## src/rtl/button_pkg.sv

```systemverilog
// Shared constants, classifier state encoding and counter sizing for the
// push-button front end.
package button_pkg;

  localparam int DEBOUNCE_CYCLES_DEFAULT = 1_000_000;
  localparam int LONG_CYCLES_DEFAULT     = 100_000_000;
  localparam int PULSE_LEN_DEFAULT       = 1;

  typedef enum logic [1:0] {
    IDLE      = 2'd0,
    HELD      = 2'd1,
    LONG_DONE = 2'd2
  } press_state_e;

  // Bits needed to hold the value max_count; never below one bit.
  function automatic int count_width(input int max_count);
    return (max_count < 1) ? 1 : $clog2(max_count + 1);
  endfunction

endpackage

```

## src/rtl/button_press_classifier_if.sv

```systemverilog
// Raw button levels in, classified press events and debounced levels out.
interface button_press_classifier_if;

  logic       btn0;
  logic       btn1;
  logic       b0short;
  logic       b0long;
  logic       b1short;
  logic       b1long;
  logic [1:0] pressed;

  // Button source and event consumer side.
  modport master (
    output btn0, btn1,
    input  b0short, b0long, b1short, b1long, pressed
  );

  // Classifier side.
  modport slave (
    input  btn0, btn1,
    output b0short, b0long, b1short, b1long, pressed
  );

endinterface

```

## src/rtl/button_channel.sv

```systemverilog
// One button: two-flop synchroniser, debouncer, short/long press classifier
// and event pulse stretcher. LONG_CYCLES must be at least 2.
module button_channel
  import button_pkg::*;
#(
  parameter int DEBOUNCE_CYCLES = DEBOUNCE_CYCLES_DEFAULT,
  parameter int LONG_CYCLES     = LONG_CYCLES_DEFAULT,
  parameter int PULSE_LEN       = PULSE_LEN_DEFAULT
) (
  input  logic clk,
  input  logic rst,
  input  logic btn,
  output logic short_evt,
  output logic long_evt,
  output logic pressed
);

  localparam int DW = count_width(DEBOUNCE_CYCLES);
  localparam int HW = count_width(LONG_CYCLES);
  localparam int PW = count_width(PULSE_LEN);

  localparam logic [DW-1:0] DEB_LAST   = DW'(DEBOUNCE_CYCLES - 1);
  localparam logic [HW-1:0] HOLD_LAST  = HW'(LONG_CYCLES - 1);
  localparam logic [HW-1:0] HOLD_MAX   = HW'(LONG_CYCLES);
  localparam logic [PW-1:0] PULSE_LOAD = PW'(PULSE_LEN);

  localparam logic [1:0] ST_IDLE      = IDLE;
  localparam logic [1:0] ST_HELD      = HELD;
  localparam logic [1:0] ST_LONG_DONE = LONG_DONE;

  logic          sync_meta;
  logic          sync_q;
  logic          deb_q;
  logic [DW-1:0] deb_cnt;
  logic [1:0]    state;
  logic [1:0]    state_nxt;
  logic [HW-1:0] hold_cnt;
  logic [HW-1:0] hold_nxt;
  logic          fire_short;
  logic          fire_long;
  logic [PW-1:0] pulse_cnt;
  logic          pulse_long;

  // NOTE: non-blocking assignments let both flops sample the pre-edge
  // values, so the chain really is two stages deep.
  always_ff @(posedge clk or negedge rst) begin
    if (!rst) begin
      sync_meta <= 1'b0;
      sync_q    <= 1'b0;
    end else begin
      sync_meta <= btn;
      sync_q    <= sync_meta;
    end
  end

  // Counts consecutive cycles the synchronised level disagrees with the
  // accepted level; the final counted cycle flips the level.
  always_ff @(posedge clk or negedge rst) begin
    if (!rst) begin
      deb_q   <= 1'b0;
      deb_cnt <= '0;
    end else if (sync_q == deb_q) begin
      deb_cnt <= '0;
    end else if (deb_cnt == DEB_LAST) begin
      deb_q   <= sync_q;
      deb_cnt <= '0;
    end else begin
      deb_cnt <= deb_cnt + DW'(1);
    end
  end

  assign pressed = deb_q;

  // NOTE: every output of this block gets a default first so no path can
  // leave a value unassigned and infer a latch.
  always_comb begin
    state_nxt  = state;
    hold_nxt   = hold_cnt;
    fire_short = 1'b0;
    fire_long  = 1'b0;
    unique case (state)
      ST_IDLE: begin
        hold_nxt = '0;
        if (deb_q) begin
          // The cycle the rise is seen already counts as one held cycle.
          state_nxt = ST_HELD;
          hold_nxt  = HW'(1);
        end
      end
      ST_HELD: begin
        // Reaching the long threshold wins over a release seen on the same
        // edge, so a press is never reported as both.
        if (hold_cnt == HOLD_LAST) begin
          fire_long = 1'b1;
          state_nxt = ST_LONG_DONE;
          hold_nxt  = HOLD_MAX;
        end else if (!deb_q) begin
          fire_short = 1'b1;
          state_nxt  = ST_IDLE;
          hold_nxt   = '0;
        end else begin
          hold_nxt = hold_cnt + HW'(1);
        end
      end
      ST_LONG_DONE: begin
        if (!deb_q) begin
          state_nxt = ST_IDLE;
          hold_nxt  = '0;
        end
      end
      default: begin
        state_nxt = ST_IDLE;
        hold_nxt  = '0;
      end
    endcase
  end

  always_ff @(posedge clk or negedge rst) begin
    if (!rst) begin
      state    <= ST_IDLE;
      hold_cnt <= '0;
    end else begin
      state    <= state_nxt;
      hold_cnt <= hold_nxt;
    end
  end

  // A new event always restarts the pulse and takes over its type.
  always_ff @(posedge clk or negedge rst) begin
    if (!rst) begin
      pulse_cnt  <= '0;
      pulse_long <= 1'b0;
    end else if (fire_short || fire_long) begin
      pulse_cnt  <= PULSE_LOAD;
      pulse_long <= fire_long;
    end else if (pulse_cnt != '0) begin
      pulse_cnt <= pulse_cnt - PW'(1);
    end
  end

  assign short_evt = (pulse_cnt != '0) && !pulse_long;
  assign long_evt  = (pulse_cnt != '0) &&  pulse_long;

endmodule

```

## src/rtl/button_press_classifier.sv

```systemverilog
// Watch front end: two independent button channels producing stretched
// short/long press events and the debounced levels.
module button_press_classifier
  import button_pkg::*;
#(
  parameter int DEBOUNCE_CYCLES = DEBOUNCE_CYCLES_DEFAULT,
  parameter int LONG_CYCLES     = LONG_CYCLES_DEFAULT,
  parameter int PULSE_LEN       = PULSE_LEN_DEFAULT
) (
  input  logic                        clk,
  input  logic                        rst,
  button_press_classifier_if.slave    btn_if
);

  logic pressed0;
  logic pressed1;

  button_channel #(
    .DEBOUNCE_CYCLES (DEBOUNCE_CYCLES),
    .LONG_CYCLES     (LONG_CYCLES),
    .PULSE_LEN       (PULSE_LEN)
  ) u_ch0 (
    .clk       (clk),
    .rst       (rst),
    .btn       (btn_if.btn0),
    .short_evt (btn_if.b0short),
    .long_evt  (btn_if.b0long),
    .pressed   (pressed0)
  );

  button_channel #(
    .DEBOUNCE_CYCLES (DEBOUNCE_CYCLES),
    .LONG_CYCLES     (LONG_CYCLES),
    .PULSE_LEN       (PULSE_LEN)
  ) u_ch1 (
    .clk       (clk),
    .rst       (rst),
    .btn       (btn_if.btn1),
    .short_evt (btn_if.b1short),
    .long_evt  (btn_if.b1long),
    .pressed   (pressed1)
  );

  assign btn_if.pressed = {pressed1, pressed0};

endmodule
```

## src/flat_wrapper.sv

```systemverilog
// flat-port wrapper written by rule: the top's interface ports become plain ports
module button_press_classifier_flat import button_pkg::*;
#(
  parameter int DEBOUNCE_CYCLES = DEBOUNCE_CYCLES_DEFAULT,
  parameter int LONG_CYCLES     = LONG_CYCLES_DEFAULT,
  parameter int PULSE_LEN       = PULSE_LEN_DEFAULT
)
  (clk, rst, btn_if_btn0, btn_if_btn1, btn_if_b0short, btn_if_b0long, btn_if_b1short, btn_if_b1long, btn_if_pressed);
  button_press_classifier_if btn_if_i ();
  input  logic clk;
  input  logic rst;
  input wire logic [$bits(btn_if_i.btn0)-1:0] btn_if_btn0;
  input wire logic [$bits(btn_if_i.btn1)-1:0] btn_if_btn1;
  output wire logic [$bits(btn_if_i.b0short)-1:0] btn_if_b0short;
  output wire logic [$bits(btn_if_i.b0long)-1:0] btn_if_b0long;
  output wire logic [$bits(btn_if_i.b1short)-1:0] btn_if_b1short;
  output wire logic [$bits(btn_if_i.b1long)-1:0] btn_if_b1long;
  output wire logic [$bits(btn_if_i.pressed)-1:0] btn_if_pressed;
  assign btn_if_i.btn0 = btn_if_btn0;
  assign btn_if_i.btn1 = btn_if_btn1;
  assign btn_if_b0short = btn_if_i.b0short;
  assign btn_if_b0long = btn_if_i.b0long;
  assign btn_if_b1short = btn_if_i.b1short;
  assign btn_if_b1long = btn_if_i.b1long;
  assign btn_if_pressed = btn_if_i.pressed;
  button_press_classifier #(.DEBOUNCE_CYCLES(DEBOUNCE_CYCLES), .LONG_CYCLES(LONG_CYCLES), .PULSE_LEN(PULSE_LEN)) u_core (.clk(clk), .rst(rst), .btn_if(btn_if_i));
endmodule
```

## config.mk

```make
export PLATFORM = sky130hd
export DESIGN_NAME = button_press_classifier_flat
export DESIGN_NICKNAME = d
export VERILOG_FILES = /design/src/rtl/button_pkg.sv /design/src/rtl/button_press_classifier_if.sv /design/src/rtl/button_channel.sv /design/src/rtl/button_press_classifier.sv /design/src/flat_wrapper.sv
export SDC_FILE = /design/constraint.sdc
export NUM_CORES = 1
export LEC_CHECK = 0
export ABC_AREA = 1
export CELL_PAD_IN_SITES_DETAIL_PLACEMENT = 1
export CELL_PAD_IN_SITES_GLOBAL_PLACEMENT = 2
export CORE_MARGIN = 2
export CORE_UTILIZATION = 40
export CTS_CLUSTER_DIAMETER = 150
export DETAILED_ROUTE_END_ITERATION = 10
export PLACE_DENSITY = 0.91
export SYNTH_ARGS = -nofsm -noshare
export SYNTH_HDL_FRONTEND = slang
export SYNTH_HIERARCHICAL = 1
export SYNTH_SLANG_ARGS = --single-unit
```

## constraint.sdc

```tcl
create_clock -name clk -period 3.09 [get_ports clk]
set_input_delay 0.618 -clock clk [delete_from_list [all_inputs] [get_ports clk]]
set_output_delay 0.618 -clock clk [all_outputs]
set_load 0.02 [all_outputs]
```

==> flow_metrics.tcl <==
set metrics [dict create \
    insertedDiodeCount 0 \
    rows 47 \
    clock_latency_ns 0.35 \
    critical-path-top-delay-family "buffers and inverters" \
    worstPathBufferInverterCount 1 \
    cts-resized-gates 0 \
    htree_levels 3 \
    pin_count 10 \
    cts_hold_buf 0 \
    core_area_sq_mm 0.0165 \
    cp-start-kind "flip-flop" \
    setup_viol 0 \
    path_cells "clkdlybuf4s50_1" \
    ant_nets 0 \
    final-hold-violation-count 0 \
    vdd_drop_max_mv 0.255 \
    crit_type "flip-flop to output pin" \
    cts_tree "built" \
    crit_start "u_core/u_ch1/pressed" \
    r2r_start "u_core/u_ch0/deb_cnt[0]" \
    grt_first_pass_wirelength_mm 29.3 \
    gp_congestion 0.812 \
    ys_types 31 \
    grt_usage 0.202 \
    arrival_ns 1.58 \
    synth_area_sq_mm 0.00675 \
    maxSlewViolCount 0 \
    reg2reg_depth 10 \
    synth_flop_cell "dfrtp_1" \
    relSlewSlack 0.632 \
    r2r_slack_ns 1.33 \
    ys_async_sr_fraction 1.00 \
    power.density_cell_area_mw_per_mm2 359 \
    cts.clk_slew.worst_paths_ns 0.07 \
    synth_top_area_share 0.400 \
    crit_path_max_fanout 9 \
    cpMaxStageDelayCell "clkdlybuf4s50_1" \
    critical_path.max_stage_delay_ns 0.70 \
    layout_min_cycle_time_ns 2.20 \
    clk_path_buf_depth 2 \
    yosys.area.top_type "dfrtp_1" \
    drt_iter0_markers 317 \
    rsz0062_at_grt "false" \
    first_pass_iters 4 \
    synth_area_leaders "dfrtp_1 40%, nand2_1 15%, nor2_1 8.6%" \
    cp.depth 1 \
    synthCells 942 \
    min_path_type "input pin to asynchronous set/reset pin" \
    fp.dieH_um 134 \
    routed_wl_mm 17.3 \
    drc 0 \
    p_leak_nw 3.27 \
    synth_common_cells "274 x nand2_1, 154 x nor2_1, 108 x dfrtp_1" \
    numClockSinks 108 \
    start_util 0.409 \
    syn_nets 950 \
    viasPerCell 4.99 \
    dp_hpwl_mm 13.0 \
    fp.dieArea_sq_mm 0.0179 \
    tightest_slew_ns 0.548 \
    cap_violations 0 \
    required_ns 2.47 \
    overflow 0 \
    fillCellCount 2132 \
    setup-tns-final_ns 0 \
    die_width_um 134 \
    worst_hold_slack_ns 0.181 \
    vias 5894 \
    grt_pass1_vias 5913 \
    clock-root-buffer "clkbuf_16" \
    status "completed" \
    grt_max_degree 81 \
    io_buffers 9 \
    area_growth_pct 9.03 \
    max_freq_ghz 0.455 \
    yosysMostFrequentCell "nand2_1" \
    nets 963 \
    antenna_found_initial 0 \
    critPathCapture "btn_if_pressed[1]" \
    skew_ns 0.00729 \
    yosys_warnings 6 \
    ys_ff_latch 108 \
    cts_buffers 9 \
    post_cts_buffers 0 \
    fin_crit_sh 0.711 \
    r2r_end "u_core/u_ch0/deb_cnt[15]" \
    cp-end-kind "output pin" \
    yosysSeqAreaShare 0.400 \
    drive_above_1_share 0.0990 \
    syn_area_per_cell_sq_um 7.17 \
    wl_per_cell_um 14.6 \
    synth_edf_count 0 \
]
[per-stage QoR]
| stage | utilization | instance area [sq um] | power, mW | worst slack, ns | instances |
|---|---|---|---|---|---|
| 2_1_floorplan | - | 6750 | 1.48 | 1.64 | 942 |
| 3_3_place_gp | 0.428 | 7080 | 1.52 | 1.26 | 1164 |
| 3_5_place_dp | 0.428 | 7080 | 1.52 | 1.25 | 1164 |
| 4_1_cts | 0.445 | 7360 | 2.69 | 0.853 | 1180 |
| 5_1_grt | 0.445 | 7360 | 2.74 | 0.800 | 1180 |
| 6_report | 0.445 | 7360 | 2.64 | 0.893 | 1180 |
[flip-flops by register name, summed over array words and instances (netlist names), 2 cells and up]
signal / flops
u_core/u_ch0/hold_cnt: 27
u_core/u_ch1/hold_cnt: 27
u_core/u_ch0/deb_cnt: 20
u_core/u_ch1/deb_cnt: 20
u_core/u_ch0/state: 2
u_core/u_ch1/state: 2
[kinds of logic (layout without fill, tap and decap cells)]
group / after synthesis / count (layout) / share of synthesized area
xor gates and xnor gates: 32 / 32 / 0.0415
DFF: 108 / 108 / 0.400
and+or+nand+nor: 620 / 620 / 0.429
buffers and inverters: 124 / 142 / 0.0756
adders and majority gates: 4 / 4 / 0.00741
AOI/OAI and AO/OA: 54 / 54 / 0.0460
[power breakdown]
part / internal (mW) / switching, mW / total [mW]
combinational: 0.0148 / 0.0471 / 0.0619
clock: 0.580 / 0.570 / 1.15
sequential: 1.42 / 0.00784 / 1.43
total: 2.02 / 0.625 / 2.64
[layer usage]
| metal | vias up | wire length, um | track usage |
|---|---|---|---|
| met2 | 52 | 7900 | 0.319 |
| met4 | 0 | 163 | 0.0514 |
| met5 | - | 0 | 0 |
| met1 | 2840 | 8760 | 0.294 |
| met3 | 11 | 429 | 0.0257 |
| li1 | 2991 | - | - |
[area by class of cell]
type | count | area, sq um | share of cell area
clock buffer | 11 | 243 | 0.0330
inverter | 114 | 438 | 0.0595
tap | 220 | 275 | 0.0374
clock inverter | 5 | 41.3 | 0.00561
timing repair buffer | 12 | 123 | 0.0167
sequential | 108 | 2700 | 0.367
multi-input combinational | 710 | 3540 | 0.481
[cell usage in the layout, fill, tap and decap left out, types with 9 or more instances in the layout]
master,n
nor2_4,16
nand3_1,70
nor3_1,26
nand4_1,26
nor2_1,154
clkbuf_16,9
a21oi_1,12
nor2_2,22
dfrtp_1,108
xnor2_1,14
nand2_1,274
xor2_1,18
o21ai_0,24
inv_1,106
nand2_2,12
[worst min-delay path by stage]
| stage | startpoint | to | slack (ns) | cells past startpoint |
|---|---|---|---|---|
| after floorplan | rst | u_core/u_ch0/deb_cnt[0] | 0.32 | 0 |
| after global placement | u_core/u_ch1/sync_meta | u_core/u_ch1/sync_q | 0.33 | 0 |
| after CTS | rst | u_core/u_ch1/deb_cnt[3] | 0.18 | 1 |
| after detailed placement | u_core/u_ch1/sync_meta | u_core/u_ch1/sync_q | 0.34 | 0 |
| final | rst | u_core/u_ch1/deb_cnt[0] | 0.18 | 1 |
| after global routing | rst | u_core/u_ch1/deb_cnt[3] | 0.19 | 1 |
(Power assumes the default switching activity.)
==> edit 1, RTL diff (config.mk and constraints unchanged) <==
`DEBOUNCE_CYCLES_DEFAULT`: 1_000_000 -> 500_000.
--- a/src/rtl/button_pkg.sv
+++ b/src/rtl/button_pkg.sv
@@ -3,5 +3,5 @@
 package button_pkg;
 
-  localparam int DEBOUNCE_CYCLES_DEFAULT = 1_000_000;
+  localparam int DEBOUNCE_CYCLES_DEFAULT = 500_000;
   localparam int LONG_CYCLES_DEFAULT     = 100_000_000;
   localparam int PULSE_LEN_DEFAULT       = 1;
Behaviour: same outputs for any inputs over 10 cycles, from zero or initial values and one cycle with rst low; that may be too few to reach the edited logic, so the function may still have changed.
==> edit 1 against the unedited design <==
Sequential cell count down 2. Design area down 1.1%. Area after synthesis down 1.9%. Wire length up 2.9%. Global-route usage up 1.5 points. Final cell count up 0.25%. Fmax down 2.7%. Critical endpoint is now btn_if_pressed[0]. Total power up 1.9%. Setup slack worse by 60 ps. Critical path type unchanged. Worst hold slack better by 84 ps.
==> edit 1: results <==
export IMPL_drive_gt1_share_pct=7.58
export IMPL_wl_um=17800
export IMPL_grt_pass1_vias=6206
export IMPL_cts_buffer_depth=2
export IMPL_max_freq_mhz=443
export IMPL_async_flop_share_pct=100
export IMPL_yosys_warnings=6
export IMPL_reg_top3="u_core/u_ch0/hold_cnt (27), u_core/u_ch1/hold_cnt (27)"
export IMPL_grt_pass1_wl_um=30700
export IMPL_r2r_start="u_core/u_ch0/pressed"
export IMPL_cpMaxStageDelayCell="clkdlybuf4s50_1"
export IMPL_syn_num_nets=953
export IMPL_regToRegSetupSlack_ps=1180
export IMPL_num_vias=5999
export IMPL_cts_made_buffers=9
export IMPL_yosys_top_cells_count="nand2_1 (267), nor2_1 (169), inv_1 (113)"
export IMPL_grt_max_degree=65
export IMPL_cts_resized=0
export IMPL_yosysSeqAreaShare_pct=40.0
export IMPL_grt_usage_pct=21.7
export IMPL_cp_top_family="buffers and inverters"
export IMPL_clk_pin_slew_ps=70
export IMPL_yosysUniqueCellTypes=39
export IMPL_first_pass_iters=4
export IMPL_crit_fanout=10
export IMPL_place_detailed_hpwl_um=13400
export IMPL_r2r_cells=6
export IMPL_finClkSkew_ps=10.8
export IMPL_layout_nets=966
export IMPL_p_leak_nw=3.07
export IMPL_ir_drop_mv=0.287
export IMPL_cts_setup_buffers=0
export IMPL_dr_first_iter_drc_count=279
export IMPL_place_congestion=0.822
export IMPL_hp_class="in -> async"
export IMPL_intPower_w=0.00209
export IMPL_r2r_end="u_core/u_ch0/hold_cnt[7]"
export IMPL_slew_limit_headroom_pct=59.8
export IMPL_root_buffer="clkbuf_16"
export IMPL_place_inst=1167
export IMPL_port_buffers=9
export IMPL_cp_arrival_ps=1640
export IMPL_vias_per_cell=5.07
export IMPL_synth_area_per_cell_um2=7.01
export IMPL_status="complete, no violations"
export IMPL_ys_top_cells_by_area="dfrtp_1 (40%), nand2_1 (15%), nor2_1 (9.6%)"
edit 1: worst max path at each step:
stage / startpoint / to / slack (ps) / cells after the start
finish: u_core/u_ch0/pressed / btn_if_pressed[0] / 830 / 1
detailed placement: u_core/u_ch0/pressed / u_core/u_ch0/hold_cnt[7] / 1190 / 6
global route: u_core/u_ch0/pressed / btn_if_pressed[0] / 760 / 1
floorplan: u_core/u_ch0/hold_cnt[0] / u_core/u_ch0/hold_cnt[23] / 1610 / 9
global placement: u_core/u_ch0/pressed / btn_if_pressed[0] / 1230 / 1
CTS: u_core/u_ch0/pressed / btn_if_pressed[0] / 820 / 1
edit 1: cell families (layout without fill, tap and decap cells):
kind of cell | Yosys count | after routing | share of synthesized area, %
simple gates | 614 | 614 | 41.8
buf+inv | 130 | 148 | 7.74
flops | 106 | 106 | 40.0
compound gates | 57 | 57 | 5.15
xor+xnor | 34 | 34 | 4.49
fa+ha+maj | 4 | 4 | 0.755
edit 1: worst reg2reg max path: stages, from the launching register on:
cell and delay [ps]:
dfrtp_1 600, nand2_2 120, nor2_1 440, buf_4 340
nor2_1 100, xnor2_1 130, nor2_1 70
edit 1: cell type report:
cell class / count / area (µm²)
flip-flops and latches: 106 / 2650
clock buffers: 11 / 253
inverters: 119 / 447
fillers: 2115 / 9130
clock inverters: 5 / 60.1
multi-input cells: 709 / 3460
well taps: 220 / 275
repair buffers: 13 / 130
edit 1: power groups by stage:
stage / combinational (W) / sequential [W] / clock [W]
2_1_floorplan: 0.0000187 / 0.00143 / 0
4_1_cts: 0.0000637 / 0.00140 / 0.00128
3_5_place_dp: 0.0000623 / 0.00143 / 0
6_report: 0.0000592 / 0.00140 / 0.00123
5_1_grt: 0.0000702 / 0.00141 / 0.00133
3_3_place_gp: 0.0000608 / 0.00143 / 0
edit 1: per-layer routing:
metal / global-route usage, % / vias up / part of all wire (%)
met4: 6.93 / 0 / 1.6
met3: 3.52 / 20 / 2.1
li1: - / 3000 / -
met2: 34.8 / 55 / 47
met1: 30.0 / 2924 / 49
met5: 0 / - / 0
edit 1: per-stage QoR:
stage | hold slack [ps] | setup WS [ps] | area, µm² | total power (W)
global placement | 351 | 1230 | 6970 | 0.00149
finish | 265 | 833 | 7280 | 0.00269
floorplan | 322 | 1610 | 6630 | 0.00145
CTS | 278 | 817 | 7280 | 0.00275
detailed placement | 343 | 1190 | 6970 | 0.00149
global route | 298 | 760 | 7280 | 0.00280
==> edit 2, RTL diff (same settings) <==
Made on the original files. Reset style: synchronous (`rst`), changed in 4 clocked blocks.
--- a/src/rtl/button_channel.sv
+++ b/src/rtl/button_channel.sv
@@ -44,5 +44,5 @@
   // NOTE: non-blocking assignments let both flops sample the pre-edge
   // values, so the chain really is two stages deep.
-  always_ff @(posedge clk or negedge rst) begin
+  always_ff @(posedge clk) begin
     if (!rst) begin
       sync_meta <= 1'b0;
@@ -56,5 +56,5 @@
   // Counts consecutive cycles the synchronised level disagrees with the
   // accepted level; the final counted cycle flips the level.
-  always_ff @(posedge clk or negedge rst) begin
+  always_ff @(posedge clk) begin
     if (!rst) begin
       deb_q   <= 1'b0;
@@ -116,5 +116,5 @@
   end
 
-  always_ff @(posedge clk or negedge rst) begin
+  always_ff @(posedge clk) begin
     if (!rst) begin
       state    <= ST_IDLE;
@@ -127,5 +127,5 @@
 
   // A new event always restarts the pulse and takes over its type.
-  always_ff @(posedge clk or negedge rst) begin
+  always_ff @(posedge clk) begin
     if (!rst) begin
       pulse_cnt  <= '0;
Formal check against the unedited RTL: same outputs for any inputs over 10 cycles, from zero or initial values and one cycle with rst low; that may be too few to reach the edited logic, so the function may still have changed.
==> edit 2 against the unedited design <==
Die area down 5.7%. Area after synthesis is 5.9% lower. Via count is 3.1% higher. Total power decreased by 1.2%. Combinational power is 40% lower. Wire length increased by 2.5%. Design area shrank 5.9%. Register-to-register slack got worse by 300 ps. Sequential cell count unchanged. Setup slack got worse by 110 ps.
==> edit 2: results <==
export IMPL_cp_arrival_ps=1680
export IMPL_layout_nonclk_buf_share_pct=2.02
export IMPL_gr_usage_met2_pct=36.4
export IMPL_power_density_nw_per_um2=377
export IMPL_worstMarginPinSlew_ps=693
export IMPL_grt_max_degree=26
export IMPL_async_flop_share_pct=0
export IMPL_p_leak_nw=2.32
export IMPL_yosysSeqAreaShare_pct=34.0
export IMPL_seq_share_pct=31.2
export IMPL_fillCellCount=2138
export IMPL_clock_area_share_pct=4.23
export IMPL_multi_input_area_share_pct=51.5
export IMPL_ir_drop_mv=0.289
export IMPL_clkbuf_count=10
export IMPL_yosys_top_cells_count="nand2_1 (250), nor2_1 (157), inv_1 (122)"
export IMPL_place_detailed_hpwl_um=13400
export IMPL_nNonClkBuffers=14
export IMPL_ys_top_cells_by_area="dfxtp_1 (34%), nand2_1 (15%), nor2_1 (9.3%)"
export IMPL_layout_nets=1000
export IMPL_grt_pass1_vias=5900
export IMPL_status="complete, no violations"
export IMPL_p_comb_share_pct=1.4
export IMPL_drive_gt1_share_pct=8.83
export IMPL_inv_count=132
export IMPL_finClkSkew_ps=7.95
export IMPL_port_buffers=9
export IMPL_wl_met1_um=8770
export IMPL_post_place_ws_ps=388
export IMPL_place_area_um2=6630
export IMPL_wl_um=17700
export IMPL_dr_first_iter_drc_count=281
export IMPL_final_cells=1213
export IMPL_pwr_share_seq_pct=53.5
export IMPL_p_sw_w=0.000576
export IMPL_grt_usage_pct=22.0
export IMPL_met3_usage_pct=4.14
export IMPL_yosysUniqueCellTypes=44
export IMPL_wl_met2_um=8260
export IMPL_hp_class="reg -> reg"
export IMPL_area_growth_pct=9.02
export IMPL_place_congestion=0.839
export IMPL_synth_ff_type="dfxtp_1"
edit 2: cell count changes after synthesis, sizes merged, moves of 11 or more:
cell / change
dfrtp: -108
dfxtp: +108
a21oi: +42
nand2: -28
inv: +16
nor2: -16
nor3: +15
o21ai: -13
nand4: +11
edit 2: final timing paths:
path / start / end / slack [ps]
min reg2reg: u_core/u_ch1/sync_meta / u_core/u_ch1/sync_q / 420
max reg2reg: u_core/u_ch1/deb_cnt[0] / u_core/u_ch1/deb_cnt[12] / 1030
min: u_core/u_ch1/sync_meta / u_core/u_ch1/sync_q / 420
max: u_core/u_ch0/pressed / btn_if_pressed[0] / 790
edit 2: logic make-up (layout without fill, tap and decap cells):
group	count (synthesis)	count (layout)	synth area share, %
fa+ha+maj	4	4	0.788
xor+xnor	23	23	3.17
simple gates	617	617	44.6
compound gates	83	83	7.54
buf+inv	153	162	9.87
flops	108	108	34.0
